## config.mk

```make
export PLATFORM = sky130hd
export DESIGN_NAME = uart_tx_arbiter
export DESIGN_NICKNAME = d
export VERILOG_FILES = /design/src/rtl/uart_tx_arbiter.sv
export SDC_FILE = /design/constraint.sdc
export NUM_CORES = 1
export LEC_CHECK = 0
export BUFFER_PORTS_ARGS = -buffer_cell sky130_fd_sc_hd__buf_2
export CAP_MARGIN = 20
export CORE_AREA = 2 2 48 50
export CTS_CLUSTER_SIZE = 10
export DETAILED_ROUTE_END_ITERATION = 10
export DIE_AREA = 0 0 50 52
export GPL_ROUTABILITY_DRIVEN = 0
export PLACE_DENSITY = 0.81
export SYNTH_ARGS = -nofsm -noshare
export SYNTH_HDL_FRONTEND = slang
export SYNTH_SLANG_ARGS = --single-unit
```

## constraint.sdc

```tcl
create_clock -name clk -period 2.21 [get_ports clk]
set_input_delay 0.221 -clock clk [delete_from_list [all_inputs] [get_ports clk]]
set_output_delay 0.221 -clock clk [all_outputs]
set_load 0.05 [all_outputs]
```

## src/rtl/uart_tx_arbiter.sv

```systemverilog
// Round-robin arbiter sharing one UART transmitter between two byte sources.
// One granted byte is buffered; an owner lock keeps bursts contiguous up to MAX_BURST bytes.
module uart_tx_arbiter #(
    parameter int unsigned DATA_WIDTH = 8,
    parameter int unsigned MAX_BURST  = 16
) (
    input  logic                  clk,
    input  logic                  rst_n,
    input  logic                  i_req0_valid,
    input  logic [DATA_WIDTH-1:0] i_req0_data,
    input  logic                  i_req0_lock,
    output logic                  o_req0_ready,
    input  logic                  i_req1_valid,
    input  logic [DATA_WIDTH-1:0] i_req1_data,
    input  logic                  i_req1_lock,
    output logic                  o_req1_ready,
    output logic [DATA_WIDTH-1:0] o_tx_data,
    output logic                  o_tx_valid,
    input  logic                  i_tx_ready,
    output logic                  o_grant_id,
    output logic                  o_busy
);

    localparam int unsigned CNT_W = $clog2(MAX_BURST + 1);

    typedef enum logic [1:0] {
        ST_IDLE = 2'd0,
        ST_SEND = 2'd1,
        ST_HOLD = 2'd2
    } state_t;

    state_t                r_state;
    logic [DATA_WIDTH-1:0] r_hold_data;
    logic                  r_owner;
    logic                  r_last_grant;
    logic [CNT_W-1:0]      r_burst_cnt;
    logic                  r_tx_valid;
    logic                  r_busy;

    logic                  w_win;
    logic                  w_acc0;
    logic                  w_acc1;
    logic                  w_acc;
    logic [DATA_WIDTH-1:0] w_acc_data;
    logic                  w_own_lock;
    logic [CNT_W-1:0]      w_cnt_next;
    logic                  w_keep;

    // IDLE winner: a lone requester wins, a tie goes to the one not served last
    assign w_win = i_req1_valid & (~i_req0_valid | ~r_last_grant);

    // Ready is gated by rst_n so nothing is accepted while reset is held
    assign w_acc0 = rst_n & i_req0_valid &
                    (((r_state == ST_IDLE) & ~w_win) | ((r_state == ST_HOLD) & ~r_owner));
    assign w_acc1 = rst_n & i_req1_valid &
                    (((r_state == ST_IDLE) & w_win) | ((r_state == ST_HOLD) & r_owner));
    assign w_acc      = w_acc0 | w_acc1;
    assign w_acc_data = w_acc1 ? i_req1_data : i_req0_data;

    assign w_own_lock = r_owner ? i_req1_lock : i_req0_lock;
    assign w_cnt_next = r_burst_cnt + CNT_W'(1);
    assign w_keep     = w_own_lock & (w_cnt_next < CNT_W'(MAX_BURST));

    always_ff @(posedge clk or negedge rst_n) begin
        if (!rst_n) begin
            r_state      <= ST_IDLE;
            r_hold_data  <= '0;
            r_owner      <= 1'b0;
            r_last_grant <= 1'b1;
            r_burst_cnt  <= '0;
            r_tx_valid   <= 1'b0;
            r_busy       <= 1'b0;
        end else begin
            case (r_state)
                ST_IDLE: begin
                    if (w_acc) begin
                        r_hold_data <= w_acc_data;
                        r_owner     <= w_acc1;
                        r_burst_cnt <= '0;
                        r_tx_valid  <= 1'b1;
                        r_busy      <= 1'b1;
                        r_state     <= ST_SEND;
                    end
                end
                ST_SEND: begin
                    if (i_tx_ready) begin
                        r_burst_cnt <= w_cnt_next;
                        r_tx_valid  <= 1'b0;
                        if (w_keep) begin
                            r_state <= ST_HOLD;
                        end else begin
                            r_last_grant <= r_owner;
                            r_busy       <= 1'b0;
                            r_state      <= ST_IDLE;
                        end
                    end
                end
                ST_HOLD: begin
                    // A new byte from the owner outranks a lock drop in the same cycle
                    if (w_acc) begin
                        r_hold_data <= w_acc_data;
                        r_tx_valid  <= 1'b1;
                        r_state     <= ST_SEND;
                    end else if (!w_own_lock) begin
                        r_last_grant <= r_owner;
                        r_busy       <= 1'b0;
                        r_state      <= ST_IDLE;
                    end
                end
                default: begin
                    r_tx_valid <= 1'b0;
                    r_busy     <= 1'b0;
                    r_state    <= ST_IDLE;
                end
            endcase
        end
    end

    assign o_req0_ready = w_acc0;
    assign o_req1_ready = w_acc1;
    assign o_tx_data    = r_hold_data;
    assign o_tx_valid   = r_tx_valid;
    assign o_grant_id   = r_owner;
    assign o_busy       = r_busy;

endmodule

```

== Word-level counts from Yosys, hierarchy flattened ==
Cells that the tools add are included.
Storage, ports and cells
  logic and storage cells: 71
  register bits: 19
  output and inout bits: 13
  input bits: 23
Cells by class
  reductions and logical operators: 11
  mux-type cells: 24
  eq/ne operators: 9
  add/sub/neg operators: 1
  bitwise gates (word level): 18
  magnitude comparators: 1
Operator list (count)
  $mux W1: 11
  $and A1 B1 Y1: 10
  $mux W2: 5
  $mux W5: 2
  $ne A2 B2 Y1 const B: 5
  $pmux W5 S2: 1
  $reduce_and A5 Y1: 2
  $mux W8: 1
  $pmux W2 S3: 1
  $reduce_and A2 Y1: 3
  $reduce_and A3 Y1: 2
  $add A5 B1 Y5 const B: 1
  $lt A5 B5 Y1 const B: 1
  $not A1 Y1: 4
  $or A1 B1 Y1: 4
  $pmux W1 S2: 2
  $reduce_bool A2 Y1: 2
  $ne A3 B3 Y1 const B: 1
  $pmux W1 S3: 1
  $eq A2 B1 Y1 const B: 1
  $eq A2 B2 Y1 const B: 1
  $logic_not A2 Y1: 1
  $ne A2 B1 Y1 const B: 1
  $reduce_or A2 Y1: 1

== Logic depth before layout (Yosys ltp) ==
  depth in word-level cells: 10
  gate-level depth with buffers: 7
  gate-level depth less buffers: 5

== Least setup slack after synthesis ==
OpenSTA, ideal clock, no wires.
  kind: flip-flop to output port
  from: register r_owner (netlist: o_grant_id)
  to: output port o_req0_ready
  buffers on the path: 0
  cell stages (with the launch flop): 4
  data arrival time: 1743 ps
  required time: 1989 ps
  setup slack: 246 ps
  cell sequence: dfrtp_1 a21boi_0 nand2_1 a21oi_1
Between the ends
  cells in the longest elaborated chain, start to end: 4
Ends and longest elaborated chain
  start: declaration: RTL line 34  | logic r_owner;
  start signal: assignment: RTL line 78  | r_owner <= w_acc1;
  $not A1 Y1: RTL line 54  | (((r_state == ST_IDLE) & ~w_win) | ((r_state == ST_HOLD) & ~r_owner));
  $and A1 B1 Y1: RTL line 54
  $or A1 B1 Y1: RTL line 54
  $and A1 B1 Y1: RTL line 53  | assign w_acc0 = rst_n & i_req0_valid &
  end: declaration: RTL line 12  | output logic o_req0_ready,
Every way passes these cells.

== Final worst setup path ==
  from: input port rst_n
  to: output port o_req1_ready
Between the ends
  cells in the longest elaborated chain, start to end: 2
Ends and longest elaborated chain
  start: declaration: RTL line 8  | input logic rst_n,
  $and A1 B1 Y1 (2 in a row): RTL line 55  | assign w_acc1 = rst_n & i_req1_valid &
  end: declaration: RTL line 16  | output logic o_req1_ready,
Every way passes these cells.

==> impl_results.md <==
- Slowest-stage cell, CP: dlygate4sd3_1
- Core area: 2110 µm²
- Die area: 2600 µm²
- Critical path, cell by cell: dlygate4sd3_1, buf_2, nor2b_1, nand4_1, inv_1, buf_2
- Global route total overflow: 0
- Hold WC Path Type: input port to flop
- Internal Power: 0.000826 W
- Worst R2R Path Depth: 4
- Sequential Area: 477 µm²
- Setup violations, final: 0
- Final Hold Fails: 0
- Post-synth ARST share: 100%
- Nets@finish: 166
- Detailed Routing Iterations Pass 1: 4
- WHS Endpoint: r_state[0]
- Post-synth EDFFs: 0
- Hpwl dp: 1780 µm
- Skew-Pair Late Insertion Delay: 300 ps
- Final hold slack: 130 ps
- Yosys cell types: 38
- Total GRT Usage: 19.8%
- CTS root buf: clkbuf_4
- Post-CTS setup buffer count: 0
- Synthesis Warnings: 0
- Initial Util: 49.8%
- RSZ-0062 raised after global routing: false
- Multi-input logic area: 522 µm²
- Most frequent cells in the layout: buf_2, dfrtp_1, nand2_1
- Diode count: 0
- Total chip power: 0.00160 W
- Clock sink count: 19
- Final ANT Viol Nets: 0
- Least-Margin Pin Slew: 416 ps
- Clock Skews: 10.3 ps
- Minimum clock period: 1880 ps
- Vias per inst: 5.35
- Dominant cell type by area after synthesis: dfrtp_1
- Fillers: 189
- Hold_sp: i_tx_ready
- Max Slew Vio Count: 0
- Critical R2R Capture: r_state[1]
- Post-synth top area share: 43.0%
- Commonest non-fill, non-tap cell in the layout: buf_2
- Most common cell on crit path: buf_2
- Crit path kind: input port to output pin
- Outcome: finished clean
- R2r startpoint: r_state[1]
- DRC Markers: 0
- Top FF cell, synth: dfrtp_1
- CP arrival: 1660 ps
- Via count of the routed design: 904
- Critical Path Start Type: input port
- Buf/Inv on CP: 4
- Area post-placement: 1250 µm²
- Layout cells sized above 1: 34.0%
- CP required: 1990 ps
- Post-Route WL: 2250 µm
- I/O pin total: 36
- Final Instance Area: 1280 µm²
- Crit. End Element: output pin
- Sequential element share of the synthesized area: 45.5%
- Peak VDD IR: 860 µV
- R2r setup slk: 500 ps
- Synth top area cells: dfrtp_1, mux2i_1, nand2_1, o21ai_0, mux2_4
- Cell area after synthesis: 1050 µm²
- Largest net degree at the start of global routing: 21
- Combinational power share: 50.8%
- Wirelength per Cell: 13.3 µm
- Setup TNS: 0 ps
- Worst-path clk slew: 100 ps
- #FFs+latches synth: 19
- Net Sw Frac: 48.5%
- CTS buffer count: 3
- Clock buffer depth: 2
- PwrDens: 1250 nW/µm²
- Fin crit share: 85.0%
- H-tree Lvls: 1
- Max capacitance violation total: 0
- IO Port Bufs: 35
- Slew HR: 72.3%
- Die X: 50 µm
- FP Rows: 17
- Crit path max-delay family: buffers and inverters
- Worst Hold Depth: 2
- Synthesized Nets: 127
- Number of cells on the critical path: 6
- Lkg Pwr: 0.679 nW
- Detailed Route Iter0 Violations: 18
- Fmax: 533 MHz
- TritonCTS clock tree: built
- Clock network fraction of total power: 10.6%
- Number of global-route vias before repair: 896
- Die H: 52 µm
- Area growth, synth to finish: 22.3%
- Synthesized instance count: 103
- First-pass GRT wire length: 3800 µm
- Crit Path Max Fanout: 4
- Avg Cell Area, Syn: 10.2 µm²
- Sw Pwr: 0.000778 W
- Initial antenna violation count: 0
- Sequential share of power: 38.6%
- Worst stage delay on the critical path: 520 ps
worst max-delay path by stage:
stage                     startpoint  slack [ps]            to
after floorplan           o_grant_id         250  o_req0_ready
after global placement    o_grant_id         650  r_last_grant
after detailed placement  r_state[1]         520    r_state[1]
after CTS                      rst_n         330  o_req1_ready
after global routing      r_state[1]         270  o_req0_ready
final                          rst_n         330  o_req1_ready
cells by family after synthesis:
family | after synthesis | synth area share [%]
compound gates | 27 | 18.4
xor+xnor | 1 | 0.835
simple gates | 33 | 15.9
fa+ha+maj | 1 | 1.19
mux | 13 | 13.5
flops | 19 | 45.5
buf+inv | 9 | 4.77
worst register-to-register path, cell delays in order, from the launching register on:
cell and delay [ps]:
dfrtp_1 520, a21boi_0 320, o221ai_1 280, a32o_1 320, and2_2 180
flip-flops by register name, summed over array words and instances, names as in the netlist:
register      count
o_tx_data         8
r_burst_cnt       5
r_last_grant      1
o_busy            1
r_state           2
o_grant_id        1
o_tx_valid        1
per-stage QoR:
stage	instances	util, %	worst slack (ps)
floorplan	103	-	246
global placement	164	59.2	648
detailed placement	164	59.2	515
CTS	169	60.9	334
global route	169	60.9	267
finish	169	60.9	332
per-layer routing:
metal / up-vias / global-route usage, % / wire length (µm)
li1: 443 / - / -
met1: 421 / 23.5 / 960
met3: 4 / 4.02 / 128
met4: 0 / 10.2 / 31
met5: - / 0 / 0
met2: 36 / 33.8 / 1130
synthesized netlist by cell type, types with 2 or more instances:
cell type,number
nor2b_1,2
o21ai_0,10
o221ai_1,2
mux2i_1,10
dfrtp_1,18
nor2_1,2
a211o_1,2
a22o_1,2
buf_4,2
a32o_1,2
mux2_4,2
and3_1,2
a21oi_1,3
nand2_1,17
inv_1,4
repair_timing:
| item | CTS | global route |
|---|---|---|
| hold buffers | 1 | 0 |
| endpoints found under the setup margin | 0 | 0 |
| gates resized for setup | 0 | 0 |
| endpoints found under the hold margin | 18 | 0 |
layout make-up:
cell class | instances | share of cell area (%)
tap | 28 | 2.73
clock buffer | 4 | 2.05
timing repair buffer | 39 | 16.2
inverter | 4 | 1.17
sequential | 19 | 37.2
multi-input combinational | 75 | 40.7
power by group through the flow:
stage / Clock [W] / Combinational, W / Sequential [W]
4_1_cts: 0.000180 / 0.000821 / 0.000619
6_report: 0.000170 / 0.000814 / 0.000620
2_1_floorplan: 0 / 0.000343 / 0.000902
3_3_place_gp: 0 / 0.000801 / 0.000615
5_1_grt: 0.000197 / 0.000877 / 0.000645
3_5_place_dp: 0 / 0.000820 / 0.000624
Power figures use the tool's default switching activity.
